<file path="src/rtl/blink_mon_pkg.sv">
// rtl/blink_mon_pkg.sv - shared state type, default blink timing and run-window check
package blink_mon_pkg;

  typedef enum logic [2:0] {
    ST_IDLE  = 3'd0,
    ST_SYNC  = 3'd1,
    ST_ON    = 3'd2,
    ST_OFF   = 3'd3,
    ST_STUCK = 3'd4
  } mon_state_t;

  localparam int DEF_EXP_ON  = 4;
  localparam int DEF_EXP_OFF = 4;
  localparam int DEF_TOL     = 1;

  // Lower bound clamps at 1; wide unsigned math keeps exp_len+tol from wrapping.
  function automatic logic in_window(input logic [31:0] len,
                                     input logic [31:0] exp_len,
                                     input logic [31:0] tol);
    logic [31:0] lo;
    lo = (exp_len > tol) ? (exp_len - tol) : 32'd1;
    return (len >= lo) && (len <= (exp_len + tol));
  endfunction

endpackage

</file>
<file path="src/rtl/light_edge_sync.sv">
// rtl/light_edge_sync.sv - registers the light input and flags rising/falling samples
module light_edge_sync (
  input  logic clk,
  input  logic reset,
  input  logic light,
  output logic rise,
  output logic fall
);

  logic light_s;
  logic light_d;

  always_ff @(posedge clk or posedge reset) begin
    if (reset) begin
      light_s <= 1'b0;
      light_d <= 1'b0;
    end else begin
      light_s <= light;
      light_d <= light_s;
    end
  end

  assign rise = light_s & ~light_d;
  assign fall = ~light_s & light_d;

endmodule

</file>
<file path="src/rtl/blink_pattern_monitor.sv">
// rtl/blink_pattern_monitor.sv - measures ON/OFF run lengths of a blinking light and flags bad or stuck runs
module blink_pattern_monitor
  import blink_mon_pkg::*;
#(
  parameter int CNT_W   = 8,
  parameter int EXP_ON  = DEF_EXP_ON,
  parameter int EXP_OFF = DEF_EXP_OFF,
  parameter int TOL     = DEF_TOL,
  parameter int BLINK_W = 16
) (
  input  logic               clk,
  input  logic               reset,
  input  logic               en,
  input  logic               light,
  input  logic               clr_err,
  output logic [CNT_W-1:0]   on_len,
  output logic [CNT_W-1:0]   off_len,
  output logic               period_valid,
  output logic [BLINK_W-1:0] blink_count,
  output logic               len_err,
  output logic               stuck_err,
  output logic [2:0]         state_o
);

  localparam logic [CNT_W-1:0] CNT_ONE = CNT_W'(1);
  localparam logic [CNT_W-1:0] CNT_MAX = '1;

  mon_state_t       state, state_nxt;
  logic [CNT_W-1:0] cnt, cnt_nxt;
  logic             rise, fall;
  logic             cap_on, cap_off, win_bad, sat;

  light_edge_sync u_sync (
    .clk   (clk),
    .reset (reset),
    .light (light),
    .rise  (rise),
    .fall  (fall)
  );

  always_ff @(posedge clk or posedge reset) begin
    if (reset) state <= ST_IDLE;
    else       state <= state_nxt;
  end

  always_comb begin
    state_nxt = state;
    cnt_nxt   = cnt;
    cap_on    = 1'b0;
    cap_off   = 1'b0;
    win_bad   = 1'b0;
    sat       = 1'b0;
    if (!en) begin
      state_nxt = ST_IDLE;
      cnt_nxt   = '0;
    end else begin
      case (state)
        ST_IDLE: begin
          state_nxt = ST_SYNC;
          cnt_nxt   = '0;
        end
        ST_SYNC: begin
          if (rise) begin
            state_nxt = ST_ON;
            cnt_nxt   = CNT_ONE;
          end
        end
        ST_ON: begin
          if (fall) begin
            cap_on    = 1'b1;
            win_bad   = !in_window(32'(cnt), 32'(EXP_ON), 32'(TOL));
            cnt_nxt   = CNT_ONE;
            state_nxt = ST_OFF;
          end else begin
            cnt_nxt = cnt + CNT_ONE;
            if (cnt_nxt == CNT_MAX) begin
              sat       = 1'b1;
              state_nxt = ST_STUCK;
            end
          end
        end
        ST_OFF: begin
          if (rise) begin
            cap_off   = 1'b1;
            win_bad   = !in_window(32'(cnt), 32'(EXP_OFF), 32'(TOL));
            cnt_nxt   = CNT_ONE;
            state_nxt = ST_ON;
          end else begin
            cnt_nxt = cnt + CNT_ONE;
            if (cnt_nxt == CNT_MAX) begin
              sat       = 1'b1;
              state_nxt = ST_STUCK;
            end
          end
        end
        ST_STUCK: begin
          // Counter stays pinned at saturation until the light moves again.
          if (rise) begin
            state_nxt = ST_ON;
            cnt_nxt   = CNT_ONE;
          end else if (fall) begin
            state_nxt = ST_OFF;
            cnt_nxt   = CNT_ONE;
          end
        end
        default: begin
          state_nxt = ST_IDLE;
          cnt_nxt   = '0;
        end
      endcase
    end
  end

  always_ff @(posedge clk or posedge reset) begin
    if (reset) begin
      cnt          <= '0;
      on_len       <= '0;
      off_len      <= '0;
      period_valid <= 1'b0;
      blink_count  <= '0;
      len_err      <= 1'b0;
      stuck_err    <= 1'b0;
    end else begin
      cnt          <= cnt_nxt;
      period_valid <= cap_off;
      if (cap_on) on_len <= cnt;
      if (cap_off) begin
        off_len     <= cnt;
        blink_count <= blink_count + BLINK_W'(1);
      end
      // A fresh detection in the clearing cycle keeps the flag set.
      len_err   <= win_bad | (len_err & ~clr_err);
      stuck_err <= sat | (stuck_err & ~clr_err);
    end
  end

  assign state_o = state;

endmodule

</file>
<file path="config.mk">
export PLATFORM = sky130hd
export DESIGN_NAME = blink_pattern_monitor
export DESIGN_NICKNAME = d
export VERILOG_FILES = /design/src/rtl/blink_mon_pkg.sv /design/src/rtl/light_edge_sync.sv /design/src/rtl/blink_pattern_monitor.sv
export SDC_FILE = /design/constraint.sdc
export NUM_CORES = 1
export LEC_CHECK = 0
export ABC_AREA = 1
export BUFFER_PORTS_ARGS = -buffer_cell sky130_fd_sc_hd__buf_2
export CORE_MARGIN = 4
export CORE_UTILIZATION = 45
export CTS_CLUSTER_SIZE = 24
export DETAILED_ROUTE_END_ITERATION = 7
export GPL_TIMING_DRIVEN = 1
export PLACE_DENSITY = 0.69
export SYNTH_ARGS = -nofsm -noshare
export SYNTH_HDL_FRONTEND = slang
export SYNTH_SLANG_ARGS = --single-unit
</file>
<file path="constraint.sdc">
create_clock -name clk -period 1.73 [get_ports clk]
set_input_delay 0.0865 -clock clk [delete_from_list [all_inputs] [get_ports clk]]
set_output_delay 0.0865 -clock clk [all_outputs]
set_load 0.05 [all_outputs]
</file>
Yosys cells after proc, flatten, opt, wreduce, memory -nomap -nowiden
Index checks and enable logic that the tools add are counted.
{"block": "op_classes", "magnitude_cmp": 2, "addsub": 2, "n_reduce_logical": 4, "eq_ne": 7, "mux": 30, "n_bitwise": 9}
{"cell": "two-way mux 8 bit", "n": 6}
{"cell": "one-hot mux 8 bit (4 select lines)", "n": 1}
{"cell": "two-way mux 3 bit", "n": 7}
{"cell": "adder 16 x 1 -> 16 bit (second input constant)", "n": 1}
{"cell": "one-hot mux 3 bit (5 select lines)", "n": 1}
{"cell": "two-way mux 1 bit", "n": 13}
{"cell": "adder 8 x 1 -> 8 bit (second input constant)", "n": 1}
{"cell": "equality test 8 bit (second input constant)", "n": 1}
{"cell": ">= comparator 8 x 2 -> 1 bit (second input constant)", "n": 1}
{"cell": "less-or-equal comparator 8 x 3 -> 1 bit (second input constant)", "n": 1}
{"cell": "equality test 3 x 2 -> 1 bit (second input constant)", "n": 2}
{"cell": "bitwise AND 1 bit", "n": 4}
{"cell": "!= test 4 bit (second input constant)", "n": 1}
{"cell": "one-hot mux 1 bit (2 select lines)", "n": 2}
{"cell": "equality test 3 x 1 -> 1 bit (second input constant)", "n": 1}
{"cell": "equality test 3 bit (second input constant)", "n": 1}
{"cell": "logical NOT 3 bit", "n": 1}
{"cell": "!= test 3 bit (second input constant)", "n": 1}
{"cell": "inverter 1 bit", "n": 3}
{"cell": "bitwise OR 1 bit", "n": 2}
{"cell": "AND reduction 2 bit", "n": 1}
{"cell": "logical AND 1 bit", "n": 1}
{"cell": "logical NOT 1 bit", "n": 1}
{"block": "word_totals", "in_bits": 5, "wordCells": 64, "regBits": 48, "out_inout_bits": 38}

Depth between registers and ports, before layout
Gate-level depths: netlist of run 1.
{"block": "logic_depth", "word_depth": 7, "depth_mapped": 14, "mapped_depth_nobuf": 14}

Hierarchy
A second synthesis of run 1 with hierarchy kept.
{"block": "hier_totals", "hier_cells": 277, "area_unflattened_um2": 2403.6}
{"module": "blink_pattern_monitor", "cells_per_inst": 270, "seq_area_each_um2": 1151.1, "n_inst": 1, "area_each_um2": 2334.7}
{"module": "light_edge_sync", "cells_per_inst": 7, "seq_area_each_um2": 50.0, "n_inst": 1, "area_each_um2": 68.8}

Worst setup path after synthesis of run 1
No wires, ideal clock.
{"block": "synth_timing", "path_kind": "reg2reg", "from": "register state[1], in the netlist state_o[1]", "to": "register blink_count[13]", "setup_time_ns": 0.142, "required_time_ns": 1.588, "path_buffers": 0, "synth_period_minus_slack_ns": 1.826, "arrival_ns": 1.684, "path_stages_with_launch": 11, "setup_slack_ns": -0.096, "cell_sequence": "dfrtp_1 inv_2 nor2_4 nand2_2 nor2_4 nand2_4 inv_6 nand4_4 nor2_4 nand2_2 xnor2_2"}
{"block": "synth_via", "elab_chain_len": 3}
{"item": "start: declaration", "line_no": "blink_pattern_monitor.sv:28", "text": "mon_state_t state, state_nxt;"}
{"item": "start signal: assignment", "line_no": "blink_pattern_monitor.sv:43", "text": "else state <= state_nxt;"}
{"item": "equality test 3 x 2 -> 1 bit", "line_no": "blink_pattern_monitor.sv:57", "text": "case (state)"}
{"item": "two-way mux 1 bit", "line_no": "blink_pattern_monitor.sv:57"}
{"item": "two-way mux 1 bit", "line_no": "blink_pattern_monitor.sv:53", "text": "if (!en) begin"}
{"item": "named net cap_off", "line_no": "blink_pattern_monitor.sv:31", "text": "logic cap_on, cap_off, win_bad, sat;"}
{"item": "end signal: assignment", "line_no": "blink_pattern_monitor.sv:129", "text": "blink_count <= blink_count + BLINK_W'(1);"}
{"item": "end: declaration", "line_no": "blink_pattern_monitor.sv:19", "text": "output logic [BLINK_W-1:0] blink_count,"}
The timed path passes the listed nets, and every way through them passes these cells.
A chain may end at the register's enable or synchronous reset.

Worst setup path in the final report of run 1
{"block": "layout_timing", "from": "register cnt[0]", "to": "register state[0], in the netlist state_o[0]"}
{"block": "layout_via", "elab_chain_len": 6, "elab_cells_between_ends": 7, "classes_between": "add/sub: 1; eq/ne: 1; mux: 5"}
{"item": "start: declaration", "line_no": "blink_pattern_monitor.sv:29", "text": "logic [CNT_W-1:0] cnt, cnt_nxt;"}
{"item": "start signal: assignment", "line_no": "blink_pattern_monitor.sv:124", "text": "cnt <= cnt_nxt;"}
{"item": "adder 8 x 1 -> 8 bit *", "line_no": "blink_pattern_monitor.sv:75, blink_pattern_monitor.sv:89"}
{"item": "equality test 8 bit *", "line_no": "blink_pattern_monitor.sv:76, blink_pattern_monitor.sv:90"}
{"item": "two-way mux 3 bit *"}
{"item": "two-way mux 3 bit (on tied branches)"}
{"item": "one-hot mux 3 bit (5 select lines) *"}
{"item": "two-way mux 3 bit *"}
Every way passes the cells marked *; elsewhere a longest branch is shown, timed or not.

==> results of run 1 <==
timing repair:
action	in CTS	in global routing
endpoints found under the hold margin	50	0
gates resized for setup	0	17
setup buffers	0	6
setup endpoints to repair	0	14
hold buffers	3	0
flip-flops by register name, indices dropped and copies added, names as in the netlist:
signal	count
u_sync.light_s	1
blink_count	16
on_len	8
stuck_err	1
cnt	8
off_len	8
len_err	1
period_valid	1
state_o	3
u_sync.light_d	1
worst max-delay path: stages, from the launching register on:
cell     delay (ps)
dfrtp_1         450
ha_4            190
inv_1            50
nand2_2          70
nand2_1          70
nor2_1          100
nand3_1          80
nor2_1          140
nand2_1          90
nand2_1          60
nand2_1          40
nand2_1          50
nand2_1          40
nand2_1          50
nand2_1          50
metrics by stage:
step | TNS [ps] | hold slack [ps] | setup slack (ps) | area [µm²]
floorplan | 0 | 118 | 2.44 | 2350
global placement | 0 | 144 | 99.3 | 2670
detailed placement | 0 | 147 | 62.8 | 2670
CTS | 0 | 134 | 53.0 | 2810
global route | -39.3 | 151 | -39.3 | 2900
finish | 0 | 149 | 98.7 | 2900
cell families after synthesis:
kind of cell | after synthesis | share of synthesized area, %
adder cells (fa/ha/maj) | 5 | 2.67
AO/OA/AOI/OAI | 35 | 8.12
flip-flops | 48 | 51.3
AND/OR/NAND/NOR | 125 | 25.5
XOR/XNOR | 13 | 5.18
buffers and inverters | 39 | 7.22
power by group through the flow:
stage | registers [W] | logic [W] | clock network [W]
2_1_floorplan | 0.00147 | 0.000307 | 0
3_3_place_gp | 0.00128 | 0.000669 | 0
6_report | 0.00127 | 0.000742 | 0.000764
4_1_cts | 0.00126 | 0.000681 | 0.000782
3_5_place_dp | 0.00128 | 0.000677 | 0
5_1_grt | 0.00129 | 0.000827 | 0.000833
final cells by class:
| type | instances | area, µm² | area share [%] |
|---|---|---|---|
| sequential | 48 | 1210 | 41.8 |
| multi-input combinational | 178 | 1010 | 34.9 |
| timing repair buffer | 58 | 354 | 12.2 |
| inverter | 35 | 136 | 4.70 |
| tap | 67 | 83.8 | 2.89 |
| clock buffer | 6 | 72.6 | 2.50 |
| clock inverter | 1 | 30.0 | 1.03 |
metal layers:
metal,part of all wire (%),GRT usage (%),vias to the layer above
met4,1.8,4.73,0
li1,-,-,975
met5,0,0,-
met3,5.6,3.48,10
met1,47,22.9,917
met2,46,26.0,58
placed cells by master, fill, tap and decap left out, types with 2 or more instances in the layout:
cell type,count
o22ai_1,5
nor3_1,4
nor2_4,5
ha_1,3
o31ai_1,2
nand3_2,2
buf_4,11
xor2_1,6
inv_2,4
dfrtp_2,9
nor2_1,17
dlygate4sd3_1,3
buf_2,42
inv_1,30
dfrtp_1,39
o21ai_0,24
clkbuf_8,5
xnor2_1,6
nand2_1,65
nand3_1,12
nand4_1,9
nand2_2,4
final timing paths:
check	from	end	slack, ps	cells past startpoint
worst max-delay path	cnt[0]	state_o[0]	100	14
worst max register to register	cnt[0]	state_o[0]	100	14
worst min-delay path	en	period_valid	150	3
min in group asynchronous	reset	blink_count[8]	380	4
max in group asynchronous	reset	state_o[1]	1110	4
worst min register to register	u_sync.light_s	u_sync.light_d	410	0
==> summary.md, run 1 <==
| Metric | Value |
|---|---|
| Slew @ Worst Pin | `309 ps` |
| First-pass DRT Iterations | `4` |
| GRT Util Overall | `between 15 and 20%` |
| Post-DP HPWL | `3610 µm` |
| WL/cell | `12.7 µm` |
| TritonCTS clock tree | `yes` |
| Cell total after placement | `approximately 380` |
| Mapped Cells | `around 270` |
| Prevailing post-synth register cell | `dfrtp_1` |
| DRT iter0 DRCs | `between 100 and 150` |
| Switching Share | `33.3%` |
| GPL Wtd Cong | `0.860` |
| # diodes | `0` |
| Utilization after layout | `slightly below 60%` |
| Setup violators final | `0` |
| CTS root buf | `clkbuf_8` |
| NetSw | `around 0.00092 W` |
| Synth top area share | `approximately half` |
| Clock power share | `between 20% and 30%` |
| Antenna violations before repair | `0` |
| Die area | `6420 µm²` |
| Initial Utilization | `roughly 48%` |
| Register bit total from synthesis | `48` |
| DR vias | `between 1500 and 2000` |
| Rel. slew slack | `79.2%` |
| Synth warn | `0` |
| Crit path kind | `reg2reg` |
| Worst Skew | `between 5 and 6 ps` |
| Number of global-route vias before repair | `~1800` |
| Max_cap viols | `0` |
| Worst Setup End Kind | `flip-flop` |
| Fin. max-slew vios | `0` |
| Synth top cells by count | `67 x nand2_1, 48 x dfrtp_1, 32 x inv_1, 25 x o21ai_0, 18 x nor2_1` |
| First-pass GRT wire length | `8350 µm` |
| Total global routing overflow | `0` |
| Post-Syn Area | `2340 µm²` |
| Mean Syn Cell Area | `8.83 µm²` |
| Max Fclk | `between 0.6 and 0.7 GHz` |
| # H-tree levels | `2` |
| Fill cell count | `between 400 and 500` |
| Drt total wl | `between 4000 and 5000 µm` |
| CORE AREA | `4880 µm²` |
| Lkg Pwr | `roughly 1.4 nW` |
| Clock Latency Late Sink | `290 ps` |
| Crit start category | `flip-flop` |
| CTS buffer count | `5` |
| Combinational share of power | `26.7%` |
| IO buf count | `42` |
| Post-synth ARST share | `between 90% and 100%` |
| Final Hold Fails | `0` |
| Status | `completed` |
| Cell Int Power | `around 0.0019 W` |
| Share of cells above drive strength 1 | `between 20 and 30%` |
| Vias per std cell | `between 4 and 5` |
| ANT nets after route | `0` |
| EDFF count, synth | `0` |
| Yosys cell types | `30` |
| Syn Nets | `between 200 and 300` |
| Sequential fraction of the synthesis area | `between 50% and 60%` |
| Arrival time worst endpoint | `1810 ps` |
| # IOs | `between 40 and 50` |
| Max FO, Critical Path | `4` |
| Fin crit period | `about 1600 ps` |
| Final std cells w/o fill | `393` |
| Area grow syn2layout | `23.9%` |
| Residual DRC count | `0` |
| PwrDens | `around 960 nW/µm²` |
| Post-layout nets | `around 340` |
| Clk buf depth | `2` |
| Top cells by area, synth | `dfrtp_1 51%, nand2_1 11%, o21ai_0 5.3%` |
| Sink Count | `48` |
| Count leader, synth | `nand2_1` |
| Unrepaired setup endpoints after global routing | `true` |
| Period utilization | `a little over nine tenths` |
| Peak supply drop | `~0.6 mV` |
| Reg clk slew, reported paths | `roughly 80 ps` |
| Largest net degree at the start of global routing | `49` |
| Required @ worst endpoint | `~1900 ps` |
| Pwr Total | `0.00278 W` |
| Num rows | `25` |
| Hold crit path type | `in2reg` |
| Sequential power share | `45.8%` |
| Die H | `80.1 µm` |
| Dominant cell type by area after synthesis | `dfrtp_1` |
| Die Wd | `approximately 80 µm` |
Power figures use the tool's default switching activity.
==> inputs of run 2 (changes only) <==
==> constraint.sdc (replaced) <==
create_clock -name clk -period 1.6 [get_ports clk]
set_input_delay 0.08 -clock clk [delete_from_list [all_inputs] [get_ports clk]]
set_output_delay 0.08 -clock clk [all_outputs]
set_load 0.05 [all_outputs]
==> run 2 against run 1 <==
  * Sequential power increased by 8%
  * First-iteration DRC count decreased by 2.1%
  * Via count decreased by 0.61%
  * Clock-buffer cell count unchanged
  * Clock power is 12% higher
  * Critical path type unchanged
  * Critical endpoint unchanged
  * Largest cell class unchanged
==> summary.md, run 2 (synthesis gave the netlist of run 1 again) <==
| Metric | Value |
|---|---|
| Status | `completed` |
| Crit-path slowest cell | `dfrtp_1` |
| NetSw | `around 0.0011 W` |
| CTS buffer count | `5` |
| Crit-path max cell delay | `around 410 ps` |
| Max_cap viols | `0` |
| PwrDens | `1020 nW/µm²` |
| Required @ worst endpoint | `approximately 1800 ps` |
| ANT nets after route | `0` |
| Worst Setup End Kind | `flip-flop` |
| Die area | `between 6000 and 7000 µm²` |
| Crit start category | `flip-flop` |
| Unrepaired setup endpoints after global routing | `true` |
| GPL Wtd Cong | `approximately 0.84` |
| Reg clk slew, reported paths | `approximately 90 ps` |
| Final Hold Fails | `0` |
| Worst slack, placed | `-10.7 ps` |
| Antenna violations before repair | `0` |
| Setup TNS | `0 ps` |
| Cell Int Power | `~0.0020 W` |
| Num rows | `25` |
| Sink Count | `48` |
| Crit path kind | `reg2reg` |
| Area grow syn2layout | `29.7%` |
| Share of cells above drive strength 1 | `between 30% and 40%` |
| Peak supply drop | `approximately 0.65 mV` |
| Max Fclk | `roughly 0.65 GHz` |
| Lkg Pwr | `approximately 1.5 nW` |
| Clk buf depth | `2` |
| Commonest non-fill, non-tap cells in the layout | `63 x nand2_1, 42 x buf_2, 34 x dfrtp_1` |
| Drt total wl | `slightly above 5000 µm` |
| Slew @ Worst Pin | `447 ps` |
| Largest net degree at the start of global routing | `33` |
| Setup slack after layout | `about 54 ps` |
| Combinational share of power | `roughly 28%` |
| CP most frequent cell | `nand2_1` |
| CORE AREA | `between 4000 and 5000 µm²` |
| Rel. slew slack | `69.9%` |
| First-pass DRT Iterations | `4` |
| GRT Util Overall | `roughly 16%` |
| First-pass GRT wire length | `slightly above 8000 µm` |
| Fin. max-slew vios | `0` |
| Max FO, Critical Path | `4` |
| # H-tree levels | `2` |
| Pwr Total | `slightly above 0.003 W` |
| Die H | `roughly 80 µm` |
| # diodes | `0` |
| Period utilization | `a little over nine tenths` |
| # IOs | `43` |
| Total global routing overflow | `0` |
| Switching Share | `33.9%` |
| Post-DP HPWL | `3690 µm` |
| Hold crit path type | `in2reg` |
| Setup violators final | `0` |
| Initial Utilization | `a little under half` |
| Critical-path cell list | `ha_4 -> inv_2 -> nand2_2 -> nand2_2 -> nor2_2 -> nand3_2 -> nor2_2 -> nand2_1 -> nand2_1 -> nand2_1 -> nand2_1 -> nand2_1 -> nand2_1 -> nand2_1` |
| DRT iter0 DRCs | `about 140` |
| TritonCTS clock tree | `yes` |
| Max reg flops | `16` |
| Fin crit period | `1550 ps` |
| DR vias | `approximately 1900` |
| Die Wd | `80.1 µm` |
| Vias per std cell | `around 4.9` |
| IO buf count | `between 40 and 50` |
| Placed inst area | `2750 µm²` |
| Arrival time worst endpoint | `1740 ps` |
| WL/cell | `12.8 µm` |
| Clock Latency Late Sink | `approximately 300 ps` |
| Post-layout nets | `around 340` |
| Residual DRC count | `0` |
| Sequential power share | `44.2%` |
| Commonest non-fill, non-tap cell in the layout | `nand2_1` |
| Design area | `roughly 3000 µm²` |
| Worst Skew | `roughly 8.4 ps` |
| Largest Register | `blink_count` |
| Number of global-route vias before repair | `between 1500 and 2000` |
| Clock power share | `between 20% and 30%` |
| CTS root buf | `clkbuf_8` |
==> run 2: cell types whose count changed in the layout (fill, tap and decap cells not counted), sizes merged <==
cell,change
buf,+7
clkinv,+1
==> run 2: metal layers <==
metal | vias up | share of wire (%) | global-route usage (%)
met2 | 47 | 48 | 25.4
met3 | 5 | 4.0 | 3.81
met1 | 902 | 47 | 22.4
li1 | 994 | - | -
met4 | 0 | 0.92 | 4.56
met5 | - | 0 | 0
==> run 2: path summary, 6_finish.rpt <==
kind	start	to	slack (ps)	depth (start not counted)
setup / recovery	cnt[1]	state_o[0]	50	14
hold / removal	en	len_err	150	3
setup reg to reg	cnt[1]	state_o[0]	50	14
hold reg to reg	u_sync.light_s	u_sync.light_d	400	0
max in group asynchronous	reset	cnt[3]	800	4
min in group asynchronous	reset	blink_count[8]	300	3
==> run 2: final cells by class <==
type | count | area, µm²
multi-input cells | 178 | 1070
inverters | 35 | 139
well taps | 67 | 83.8
clock inverters | 2 | 35.0
repair buffers | 65 | 414
clock buffers | 6 | 72.6
fillers | 443 | 1840
flip-flops and latches | 48 | 1220
==> run 2: what timing repair did <==
| item | 4_1_cts | 5_1_grt |
|---|---|---|
| setup buffers | 0 | 4 |
| hold buffers | 3 | 0 |
| resized for setup | 1 | 33 |
| endpoints found under the hold margin | 19 | 0 |
| setup endpoints to repair | 1 | 16 |
| pin swaps | 0 | 11 |
| gates cloned | 0 | 0 |
==> run 2: per-stage QoR <==
| step | util, % | instances | hold WS, ps |
|---|---|---|---|
| final | 62.2 | 401 | 148 |
| after global routing | 62.2 | 401 | 150 |
| after CTS | 59.2 | 397 | 122 |
| after detailed placement | 56.3 | 386 | 82.0 |
| after global placement | 56.3 | 386 | 82.9 |
| after floorplan | - | 265 | 111 |
==> run 2: worst max-delay path, delay by kind of cell (launching register included) <==
| family | cells | cell delay (ps) |
|---|---|---|
| and+or+nand+nor | 12 | 820 |
| DFF | 1 | 410 |
| adders and majority gates | 1 | 180 |
| buffers and inverters | 1 | 40 |
==> run 2: power by group through the flow <==
stage / Clock [W] / Combinational [W] / Sequential (W)
5_1_grt: 0.000934 / 0.000948 / 0.00138
2_1_floorplan: 0 / 0.000331 / 0.00159
4_1_cts: 0.000875 / 0.000801 / 0.00136
3_5_place_dp: 0 / 0.000796 / 0.00139
6_report: 0.000859 / 0.000871 / 0.00137
3_3_place_gp: 0 / 0.000788 / 0.00138
==> inputs of run 3 (changes only) <==
==> constraint.sdc (replaced) <==
create_clock -name clk -period 1.7 [get_ports clk]
set_input_delay 0.085 -clock clk [delete_from_list [all_inputs] [get_ports clk]]
set_output_delay 0.085 -clock clk [all_outputs]
set_load 0.05 [all_outputs]
==> run 3 against run 2 <==
  * Fmax decreased by 5.3%
  * Largest power group unchanged
  * Wire length decreased by 3.7%
  * Flip-flop and latch count unchanged
  * Cell count decreased by 0.75%
  * Clock-buffer cell count unchanged
  * Worst hold slack improved by 29 ps
  * Utilization decreased by 1.2 points
  * Critical path depth decreased by 4
  * Sequential power decreased by 5%
  * Setup slack improved by 14 ps
  * Critical endpoint is now blink_count[11]
  * Cell area decreased by 1.9%
  * First-iteration DRC count decreased by 24%
==> summary.md, run 3 (synthesis gave the netlist of run 1 again) <==
| Metric | Value |
|---|---|
| Status | `completed` |
| CORE AREA | `4880 µm²` |
| Clock power share | `approximately 28%` |
| Antenna violations before repair | `0` |
| # diodes | `0` |
| Sequential power share | `45.1%` |
| ANT nets after route | `0` |
| TritonCTS clock tree | `yes` |
| Crit start category | `flip-flop` |
| NetSw | `0.000984 W` |
| Required @ worst endpoint | `~1900 ps` |
| Die Wd | `80.1 µm` |
| Cell total after placement | `between 300 and 400` |
| Setup violators final | `0` |
| Unrepaired setup endpoints after global routing | `true` |
| Number of global-route vias before repair | `about 1700` |
| Share of cells above drive strength 1 | `roughly a third` |
| Switching Share | `34.2%` |
| WL/cell | `about 12 µm` |
| Sink Count | `48` |
| Combinational share of power | `between 20 and 30%` |
| Num rows | `25` |
| Die area | `approximately 6400 µm²` |
| Fin crit period | `1630 ps` |
| Arrival time worst endpoint | `between 1500 and 2000 ps` |
| Most Used Layer, Global Route | `met2` |
| Die H | `80.1 µm` |
| Area grow syn2layout | `27.3%` |
| Rel. slew slack | `between 60% and 70%` |
| GPL Wtd Cong | `0.878` |
| Pwr Total | `about 0.0029 W` |
| Fill cell count | `approximately 440` |
| Drt total wl | `roughly 5000 µm` |
| Largest net degree at the start of global routing | `22` |
| Residual DRC count | `0` |
| FF-to-FF setup slack | `70 ps` |
| Setup slack after layout | `around 68 ps` |
| GR Util met3 | `roughly 2.8%` |
| First-pass GRT wire length | `7940 µm` |
| Final std cells w/o fill | `between 300 and 400` |
| Lkg Pwr | `between 1 and 1.5 nW` |
| Clk buf depth | `2` |
| Utilization after layout | `between 60% and 70%` |
| DR vias | `roughly 1900` |
| Slew @ Worst Pin | `between 400 and 500 ps` |
| Crit path kind | `reg2reg` |
| Commonest non-fill, non-tap cells in the layout | `63 x nand2_1, 42 x buf_2, 38 x dfrtp_1` |
| Final Hold Fails | `0` |
| CTS root buf | `clkbuf_8` |
| Reg clk slew, reported paths | `~90 ps` |
| Total global routing overflow | `0` |
| Largest Register | `blink_count` |
| Post-layout nets | `340` |
| Initial Utilization | `around 48%` |
| Clock Latency Late Sink | `about 300 ps` |
| GRT Util Overall | `between 15 and 20%` |
| Max_cap viols | `0` |
| Worst Setup End Kind | `flip-flop` |
| Period utilization | `between 90% and 100%` |
| # H-tree levels | `2` |
| Worst Skew | `around 13 ps` |
| CTS buffer count | `5` |
| Fin. max-slew vios | `0` |
| PwrDens | `approximately 970 nW/µm²` |
| DRT iter0 DRCs | `between 100 and 150` |
| Hold crit path type | `in2reg` |
| Worst slack, placed | `57.3 ps` |
| Commonest non-fill, non-tap cell in the layout | `nand2_1` |
| Vias per std cell | `between 4 and 5` |
| # IOs | `between 40 and 50` |
| Max reg flops | `16` |
| IO buf count | `42` |
| Max Fclk | `around 0.6 GHz` |
| First-pass DRT Iterations | `4` |
| Max FO, Critical Path | `6` |
| Post-DP HPWL | `around 3500 µm` |
| Global Route met2 Usage | `24.1%` |
| Peak supply drop | `roughly 0.73 mV` |
| Met1 Usage GRT | `about 23%` |
| Cell Int Power | `0.00189 W` |
-- run 3: changes by cell type in the layout (fill, tap and decap cells not counted), moves of 2 or more --
cell     delta
dfrtp_1     +4
dfrtp_2     -4
buf_6       -2
o21ai_0     +2
o21ai_1     -2
-- run 3: critical path, stage by stage (launching register included) --
cell and delay, ps:
dfrtp_2 390, inv_2 60, nor2_4 160, nand2_4 80, nor2_4 140, nand2_4 110, clkinv_4 90, nand4_4 100
nor2_4 150, buf_4 120, xor2_1 150
-- run 3: metrics by stage --
step | setup TNS [ps] | instance area, µm² | hold WS (ps)
global route | -68.1 | 2980 | 185
detailed placement | 0 | 2680 | 121
floorplan | 0 | 2350 | 116
global placement | 0 | 2680 | 129
CTS | 0 | 2820 | 130
finish | 0 | 2980 | 177
-- run 3: final timing paths --
kind	startpoint	endpoint	depth (start not counted)
min in group asynchronous	reset	blink_count[8]	3
hold reg to reg	u_sync.light_s	u_sync.light_d	0
setup reg to reg	state_o[1]	blink_count[11]	10
hold / removal	en	cnt[0]	3
max in group asynchronous	reset	cnt[3]	4
setup / recovery	state_o[1]	blink_count[11]	10
-- run 3: power groups by stage --
stage	clock, W	combinational, W	sequential [W]
floorplan	0	0.000312	0.00150
global placement	0	0.000684	0.00130
detailed placement	0	0.000688	0.00130
CTS	0.000828	0.000694	0.00128
global route	0.000881	0.000843	0.00130
finish	0.000807	0.000773	0.00130
-- run 3: per-layer routing --
layer	part of all wire [%]	routed length (µm)
met3	3.8	190
met4	1.1	53
met2	46	2250
met5	0	0
met1	49	2440
-- run 3: layout make-up --
class                      instances  area [µm²]  area share (%)
sequential                        48        1210            40.7
inverter                          35         139            4.66
timing repair buffer              62         372            12.5
clock buffer                       6        72.6            2.44
clock inverter                     2        35.0            1.18
multi-input combinational        178        1060            35.7
tap                               67        83.8            2.81
-- run 3: what timing repair did --
item | 4_1_cts | 5_1_grt
gates resized for setup | 0 | 29
hold buffers | 3 | 0
setup buffers | 0 | 8
setup endpoints to repair | 0 | 11
endpoints found under the hold margin | 22 | 0
